File: src/rtl/stopwatch_pkg.sv
// stopwatch_pkg -- shared definitions for the stopwatch controller.
//   sw_state_e          : FSM state encoding (also driven out on the debug/LED port)
//   DEB_CYCLES_DEFAULT  : default debounce qualification time in clk cycles
package stopwatch_pkg;

  typedef enum logic [1:0] {
    ST_IDLE = 2'b00,
    ST_RUN  = 2'b01,
    ST_LAP  = 2'b10,
    ST_STOP = 2'b11
  } sw_state_e;

  // 10 ms at a 10 MHz clock
  localparam int DEB_CYCLES_DEFAULT = 100000;

endpackage

File: src/rtl/stopwatch_btn_debounce.sv
// btn_debounce -- conditions one raw push-button into a single-cycle press pulse.
//   clk      : sole clock
//   rst      : synchronous active-high reset
//   btn_raw  : raw button level, asynchronous to clk
//   press    : one-cycle pulse per qualified 0->1 transition of the button
// Path: 2-flop synchronizer -> stability counter -> registered rising-edge detect.
module btn_debounce
  import stopwatch_pkg::*;
#(
  parameter int DEB_CYCLES = DEB_CYCLES_DEFAULT
) (
  input  logic clk,
  input  logic rst,
  input  logic btn_raw,
  output logic press
);

  // The counter only ever reaches DEB_CYCLES-1 before it clears, so it cannot wrap.
  localparam int CW = (DEB_CYCLES > 1) ? $clog2(DEB_CYCLES) : 1;
  localparam logic [CW-1:0] CNT_MAX = CW'(DEB_CYCLES - 1);

  logic          sync1_q, sync2_q;
  logic          deb_q, deb_d;
  logic [CW-1:0] cnt_q, cnt_d;
  logic          armed_q, armed_d;
  logic          hist_q, press_q, press_d;

  // After reset the button must first be seen released for DEB_CYCLES cycles
  // (armed). A button held through reset therefore never qualifies a press
  // until it is released and pressed again.
  always_comb begin
    cnt_d   = cnt_q;
    deb_d   = deb_q;
    armed_d = armed_q;
    if (!armed_q) begin
      if (sync2_q) begin
        cnt_d = '0;
      end else if (cnt_q == CNT_MAX) begin
        cnt_d   = '0;
        armed_d = 1'b1;
      end else begin
        cnt_d = cnt_q + CW'(1);
      end
    end else if (sync2_q != deb_q) begin
      if (cnt_q == CNT_MAX) begin
        cnt_d = '0;
        deb_d = sync2_q;
      end else begin
        cnt_d = cnt_q + CW'(1);
      end
    end else begin
      cnt_d = '0;
    end
    press_d = deb_q & ~hist_q;
  end

  always_ff @(posedge clk) begin
    if (rst) begin
      sync1_q <= 1'b0;
      sync2_q <= 1'b0;
      deb_q   <= 1'b0;
      cnt_q   <= '0;
      armed_q <= 1'b0;
      hist_q  <= 1'b0;
      press_q <= 1'b0;
    end else begin
      sync1_q <= btn_raw;
      sync2_q <= sync1_q;
      deb_q   <= deb_d;
      cnt_q   <= cnt_d;
      armed_q <= armed_d;
      hist_q  <= deb_q;
      press_q <= press_d;
    end
  end

  assign press = press_q;

endmodule

File: src/rtl/stopwatch_ctrl.sv
// stopwatch_ctrl -- two-button stopwatch control FSM.
//   clk, rst  : sole clock, synchronous active-high reset
//   btn_ss    : raw start/stop button
//   btn_lr    : raw lap/reset button
//   cnt_en    : counter-chain enable (RUN, LAP)
//   cnt_clr   : counter-chain clear request (IDLE)
//   lap_hold  : display freeze (LAP)
//   lap_load  : one-cycle display capture strobe on RUN->LAP entry
//   state     : current state code for debug/LEDs
module stopwatch_ctrl
  import stopwatch_pkg::*;
#(
  parameter int DEB_CYCLES = DEB_CYCLES_DEFAULT
) (
  input  logic       clk,
  input  logic       rst,
  input  logic       btn_ss,
  input  logic       btn_lr,
  output logic       cnt_en,
  output logic       cnt_clr,
  output logic       lap_hold,
  output logic       lap_load,
  output logic [1:0] state
);

  logic      ss_press, lr_press;
  sw_state_e state_q, state_d;
  logic      lap_load_q, lap_load_d;

  btn_debounce #(.DEB_CYCLES(DEB_CYCLES)) u_deb_ss (
    .clk     (clk),
    .rst     (rst),
    .btn_raw (btn_ss),
    .press   (ss_press)
  );

  btn_debounce #(.DEB_CYCLES(DEB_CYCLES)) u_deb_lr (
    .clk     (clk),
    .rst     (rst),
    .btn_raw (btn_lr),
    .press   (lr_press)
  );

  // Start/stop is checked first in every state so it wins over a
  // coincident lap/reset press.
  always_comb begin
    state_d = state_q;
    unique case (state_q)
      ST_IDLE: if (ss_press) state_d = ST_RUN;
      ST_RUN: begin
        if (ss_press)      state_d = ST_STOP;
        else if (lr_press) state_d = ST_LAP;
      end
      ST_LAP: begin
        if (ss_press)      state_d = ST_STOP;
        else if (lr_press) state_d = ST_RUN;
      end
      ST_STOP: begin
        if (ss_press)      state_d = ST_RUN;
        else if (lr_press) state_d = ST_IDLE;
      end
      default: state_d = ST_IDLE;
    endcase
    // Registered alongside the state so it is high exactly in the first LAP cycle.
    lap_load_d = (state_q == ST_RUN) && (state_d == ST_LAP);
  end

  always_ff @(posedge clk) begin
    if (rst) begin
      state_q    <= ST_IDLE;
      lap_load_q <= 1'b0;
    end else begin
      state_q    <= state_d;
      lap_load_q <= lap_load_d;
    end
  end

  assign cnt_en   = (state_q == ST_RUN) || (state_q == ST_LAP);
  assign cnt_clr  = (state_q == ST_IDLE);
  assign lap_hold = (state_q == ST_LAP);
  assign lap_load = lap_load_q;
  assign state    = state_q;

endmodule

File: config.mk
export PLATFORM = sky130hd
export DESIGN_NAME = stopwatch_ctrl
export DESIGN_NICKNAME = d
export VERILOG_FILES = /design/src/rtl/stopwatch_pkg.sv /design/src/rtl/stopwatch_btn_debounce.sv /design/src/rtl/stopwatch_ctrl.sv
export SDC_FILE = /design/constraint.sdc
export NUM_CORES = 1
export LEC_CHECK = 0
export CAP_MARGIN = 25
export CORE_MARGIN = 10
export CORE_UTILIZATION = 47
export CTS_BUF_LIST = sky130_fd_sc_hd__clkbuf_4
export DETAILED_ROUTE_END_ITERATION = 8
export PLACE_DENSITY_LB_ADDON = 0.25
export SLEW_MARGIN = 5
export SYNTH_ARGS = -nofsm -noshare
export SYNTH_HDL_FRONTEND = slang
export SYNTH_SLANG_ARGS = --single-unit
export TNS_END_PERCENT = 100
File: constraint.sdc
create_clock -name clk -period 2.7 [get_ports clk]
set_clock_uncertainty 0.2 [all_clocks]
set_input_delay 0.405 -clock clk [delete_from_list [all_inputs] [get_ports clk]]
set_output_delay 0.405 -clock clk [all_outputs]
set_load 0.01 [all_outputs]
==> results.md, run 1 <==
* Die Y at 86.86 um
* CTS tree: yes
* Pleak at 0.0008568 uW
* Final WL at 3534 um
* Minimum clock period at 2331 ps
* Synth Warn # at 0
* Relative slew slack at 0.6224
* Largest net degree at the start of global routing at 18
* CP Max Fanout at 5
* Final setup viols at 0
* DRT iter0 DRCs at 49
* Slew @ Worst Pin at 566.3 ps
* CTS Sinks at 49
* Setup crit start: state[1]$_SDFF_PP0_
* Post-Synth Simple-Gate Area at 0.2871
* Clock network power share at 0.359
* Synthesized area per cell at 9.174 um^2
* Synthesized cell area at 0.002101 mm^2
* Largest family of logic cells by synthesized area: simple AND/OR/NAND/NOR gates
* Reg power frac at 0.609
* RR Startpoint: u_deb_ss.cnt_q[0]$_SDFF_PP0_
* Worst Reg-to-Reg Cells at 5
* Clk buf depth at 2
* CTS root buf: clkbuf_4
* PwrDens at 524.7 mW/mm^2
* Port Buffers at 9
* Synth Net Count at 239
* Worst min path class: register to register
* Hold Buf Count CTS at 0
* # diodes at 0
* Part of the Yosys area used for sequential elements at 0.4669
* Compound-Gate Fraction of Synth Area at 0.05122
* Vias per Instance at 5.195
* DRT Pass-1 Iters at 4
* Post_cts resized at 0
* Top_reg_cell synth: dfxtp_1
* Synthesis-to-finish area growth at 10.30%
* Placed Cells at 285
* Fraction of layout cells with a size suffix above 1 at 0.05394
* CP Capture Point: cnt_en
* First-pass GRT wire length at 6465 um
* Core ar. at 0.004354 mm^2
* Combinational share of power at 0.031
* IO Count at 10
* FF-to-FF setup slack at 550 ps
* Worst vdd ir at 0.3064 mV
* P_int at 945.8 uW
* Clock buffer count from CTS at 5
* Avg WL per Cell at 12.06 um
* Switching Fraction at 0.2221
* Hold depth at 1
* Clock Pin Slew Worst Setup and Hold Paths at 150 ps
* Non-filler cells, final at 293
* Via count at 1522
* Slew Limit Fails at 0
* Max-Cap Viols at 0
* Switch Pwr at 270.0 uW
* Final period utilization at 0.8634
* Setup TNS Final at 0 ps
* Initial antenna violation count at 0
* CP Launch Type: register
* Fmax at 429.0 MHz
* Async S/R FF share, synth at 0
* Number of flops mapped to enable cells by yosys at 0
* Total Nets Final at 250
* RSZ-0062 raised after global routing: no
* Post-synthesis xor/xnor area fraction at 0.1167
* Mux contribution to synthesized area at 0.004765
* Critical path data required time at 2100 ps
* H-tree levels at 2
* Post-route ant nets at 0
* Placer Congestion at 0.8171
* GR Overflow Total at 0
* Effective utilization at floorplan at 0.4825
* Setup CP Type: register to output pin
* Adder-cell share of the synthesized area at 0.03574
* Post-CTS Setup Inserts at 0
* DP Wirelength at 2477 um
* Die ar. at 0.007544 mm^2
* Post-layout util at 0.5322
* Synth unique cells at 35
* Cells after Synth at 229
* CP arrival at 1730 ps
* Die width at 86.86 um
* GRT Resource Usage Total at 0.1030
* # rows at 24
* Clock Latency Late Sink at 370 ps
* # DRC at 0
* Reg2reg end: u_deb_ss.cnt_q[15]$_SDFF_PP0_
* Number of global-route vias before repair at 1439
* Status: completed
* Setup crit end kind: output pin
* #FFs+latches synth at 49
* Filler cell count at 412
* Hold Violations, Final at 0
==> synth_stat cells (all sizes together), types with 2 or more instances <==
cell | n | area share
a21oi | 8 | 0.019
and4 | 7 | 0.029
buf | 4 | 0.013
clkbuf | 3 | 0.0054
dfxtp | 49 | 0.47
ha | 6 | 0.036
inv | 11 | 0.020
nand2 | 10 | 0.018
nand3 | 11 | 0.026
nand4 | 11 | 0.040
nor2 | 40 | 0.071
nor2b | 8 | 0.024
nor3 | 4 | 0.0095
nor4 | 5 | 0.015
nor4b | 2 | 0.0083
nor4bb | 4 | 0.019
o21ai | 2 | 0.0048
or3 | 4 | 0.014
xnor2 | 12 | 0.050
xor2 | 16 | 0.067
==> cell families after synthesis <==
| kind of cell | after synthesis |
|---|---|
| AND/OR/NAND/NOR | 110 |
| flip-flops | 49 |
| XOR/XNOR | 28 |
| buffers and inverters | 18 |
| AO/OA/AOI/OAI | 17 |
| adder cells (fa/ha/maj) | 6 |
| multiplexers | 1 |
==> area by class of cell <==
class / instances / area (um^2) / share of cell area
Multi-Input combinational cell: 162 / 1041 / 0.4492
Clock inverter: 3 / 46.29 / 0.01998
Sequential cell: 49 / 980.9 / 0.4233
Tap cell: 52 / 65.06 / 0.02808
Inverter: 11 / 41.29 / 0.01782
Timing Repair Buffer: 11 / 105.1 / 0.04536
Clock buffer: 5 / 37.54 / 0.01620
==> per-layer routing <==
metal | track usage | vias to the layer above | share of wire
li1 | - | 817 | -
met1 | 0.1330 | 681 | 0.51
met2 | 0.1526 | 18 | 0.43
met3 | 0.03464 | 6 | 0.046
met4 | 0.04271 | 0 | 0.016
met5 | 0 | - | 0
==> critical path, stage by stage, from the launching register on <==
cell	delay, ps
dfxtp_1	450
inv_1	90
ha_1	280
clkdlybuf4s50_1	530
==> through the flow <==
stage | hold WS (ps) | instance area, um^2 | setup slack, ps | power, uW
after floorplan | 168.2 | 2101 | 722.4 | 785.1
after global placement | 171.5 | 2233 | 569.7 | 795.1
after detailed placement | 172.4 | 2233 | 564.9 | 795.9
after CTS | 192.2 | 2317 | 346.3 | 1234
after global routing | 207.6 | 2317 | 269.5 | 1265
final | 191.0 | 2317 | 368.8 | 1216
==> how the worst min path moves through the flow <==
| stage | slack [ps] | end | start |
|---|---|---|---|
| 5_1_grt | 210 | u_deb_lr.press$_SDFF_PP0_ | u_deb_lr.hist_q$_SDFF_PP0_ |
| 2_1_floorplan | 170 | u_deb_lr.press$_SDFF_PP0_ | u_deb_lr.hist_q$_SDFF_PP0_ |
| 3_3_place_gp | 170 | u_deb_ss.press$_SDFF_PP0_ | u_deb_ss.hist_q$_SDFF_PP0_ |
| 4_1_cts | 190 | u_deb_ss.press$_SDFF_PP0_ | u_deb_ss.hist_q$_SDFF_PP0_ |
| 6_report | 190 | u_deb_ss.press$_SDFF_PP0_ | u_deb_ss.hist_q$_SDFF_PP0_ |
| 3_5_place_dp | 170 | u_deb_ss.press$_SDFF_PP0_ | u_deb_ss.hist_q$_SDFF_PP0_ |
==> power by group through the flow <==
stage	combinational [uW]	clock, uW	sequential, uW
3_5_place_dp	39.1	0	757
4_1_cts	39.3	453	741
6_report	38.3	437	741
5_1_grt	45.8	476	743
3_3_place_gp	38.7	0	756
2_1_floorplan	29.9	0	755
==> placed cells by master, fill, tap and decap left out, drive strengths merged, types with 2 or more instances in the layout <==
master         synthesis  final
xor2                  16     16
dfxtp                 49     49
nor4b                  2      2
o21ai                  2      2
nor4bb                 4      4
nor2b                  8      8
clkdlybuf4s50          0      9
a21oi                  8      8
nand2                 10     10
inv                   11     11
buf                    4      2
nand3                 11     11
clkbuf                 3      5
or3                    4      4
nor3                   4      4
nor2                  40     40
nand4                 11     11
nor4                   5      5
and4                   7      7
ha                     6      6
xnor2                 12     12
Power figures use the tool's default switching activity.
==> run 2, diff against run 1 <==
--- a/config.mk
+++ b/config.mk
@@ -7,7 +7,7 @@
 export LEC_CHECK = 0
 export CAP_MARGIN = 25
 export CORE_MARGIN = 10
-export CORE_UTILIZATION = 47
+export CORE_UTILIZATION = 55
 export CTS_BUF_LIST = sky130_fd_sc_hd__clkbuf_4
 export DETAILED_ROUTE_END_ITERATION = 8
 export PLACE_DENSITY_LB_ADDON = 0.25
==> results.md, run 2 (synthesis gave the netlist of run 1 again) <==
* Status: completed
* Worst vdd ir at 0.3752 mV
* Hold Buf Count CTS at 0
* Post_cts resized at 0
* Total power draw at 1295 uW
* Clock Latency Late Sink at 360 ps
* # diodes at 0
* Die width at 81.80 um
* Fraction of layout cells with a size suffix above 1 at 0.05394
* Reg2reg end: u_deb_ss.cnt_q[15]$_SDFF_PP0_
* H-tree levels at 2
* PwrDens at 555.4 mW/mm^2
* WP buf/inv at 2
* Initial antenna violation count at 0
* CTS root buf: clkbuf_4
* Port Buffers at 9
* Slowest cell delay on critical path at 530 ps
* Max-Cap Viols at 0
* Total Nets Final at 250
* CP max-delay cell: clkdlybuf4s50_1
* Setup CP Type: register to output pin
* Final WL at 3539 um
* Worst Reg-to-Reg Cells at 5
* FF-to-FF setup slack at 550 ps
* Critical path data required time at 2100 ps
* DP Wirelength at 2466 um
* Die Y at 81.80 um
* DRT iter0 DRCs at 90
* Hold Violations, Final at 0
* Largest net degree at the start of global routing at 18
* Worst min path class: register to register
* Clock buffer count from CTS at 5
* RR Startpoint: u_deb_ss.cnt_q[0]$_SDFF_PP0_
* Hold Crit Start: u_deb_ss.hist_q$_SDFF_PP0_
* DRT Pass-1 Iters at 4
* RSZ-0062 raised after global routing: no
* Setup TNS Final at 0 ps
* Post-CTS Setup Inserts at 0
* Placer Congestion at 0.7682
* CP arrival at 1700 ps
* Stages on worst setup path at 3
* Core ar. at 0.003689 mm^2
* CP Launch Type: register
* CP Max Fanout at 5
* Post-route ant nets at 0
* # DRC at 0
* GR Overflow Total at 0
* Relative slew slack at 0.6238
* CP Capture Point: cnt_en
* GRT Resource Usage Total at 0.1136
* IO Count at 10
* Clk buf depth at 2
* First-pass GRT wire length at 6182 um
* Number of global-route vias before repair at 1406
* Synthesis-to-finish area growth at 10.96%
* Final period utilization at 0.8519
* Slew @ Worst Pin at 564.3 ps
* Fmax at 434.8 MHz
* CTS Sinks at 49
* Pleak at 0.0008706 uW
* # rows at 22
* Minimum clock period at 2300 ps
* Setup crit start: state[1]$_SDFF_PP0_
* Most frequent cells in the layout: dfxtp_1, nor2_1, xor2_1, xnor2_1
* Setup crit end kind: output pin
* Clock Pin Slew Worst Setup and Hold Paths at 140 ps
* Avg WL per Cell at 12.25 um
* Top delay family on crit path: buffers and inverters
* Vias per Instance at 5.332
* CTS tree: yes
* Ordered cell list for the critical path: inv_1, ha_1, clkdlybuf4s50_1
* Leading cell type in the layout, fill and taps excluded: dfxtp_1
* Effective utilization at floorplan at 0.5695
* Final setup viols at 0
* Slew Limit Fails at 0
* Via count at 1541
* Die ar. at 0.006691 mm^2
[run 2: cell types whose count changed in the layout (fill, tap and decap cells not counted)]
cell	before	now
clkinv_4	1	0
clkinv_2	0	1
bufinv_16	1	2
clkinvlp_4	1	0
[run 2: final cells by class]
class | count | area (um^2)
Multi-Input combinational cell | 162 | 1041
Clock buffer | 5 | 37.54
Tap cell | 48 | 60.06
Timing Repair Buffer | 11 | 105.1
Fill cell | 319 | 1358
Inverter | 11 | 41.29
Clock inverter | 3 | 65.06
Sequential cell | 49 | 980.9
[run 2: per-stage QoR]
stage	instances	utilization	worst slack (ps)	instance area (um^2)	hold WS, ps
global route	289	0.6320	297.2	2331	193.3
detailed placement	281	0.6041	573.7	2228	172.2
floorplan	229	-	722.4	2101	168.2
CTS	289	0.6320	366.2	2331	184.4
global placement	281	0.6041	571.1	2228	172.3
finish	289	0.6320	399.9	2331	185.8
[run 2: report_power, final]
group	internal (uW)	leakage, uW	switching (uW)
clock	287	0.0000552	228
sequential	733	0.000396	7.89
combinational	16.3	0.000419	22.7
[run 2: routing by layer]
layer  GRT usage  up-vias  part of all wire
li1            -      812                 -
met4     0.05782        0             0.017
met2      0.1724       28              0.43
met5           0        -                 0
met1      0.1462      694              0.51
met3     0.02838        7             0.038
[run 2: worst min-delay path by stage]
stage | cells after the start | endpoint
2_1_floorplan | 1 | u_deb_lr.press$_SDFF_PP0_
3_3_place_gp | 1 | u_deb_ss.press$_SDFF_PP0_
3_5_place_dp | 1 | u_deb_ss.press$_SDFF_PP0_
4_1_cts | 1 | u_deb_ss.press$_SDFF_PP0_
5_1_grt | 1 | u_deb_ss.press$_SDFF_PP0_
6_report | 1 | u_deb_ss.press$_SDFF_PP0_
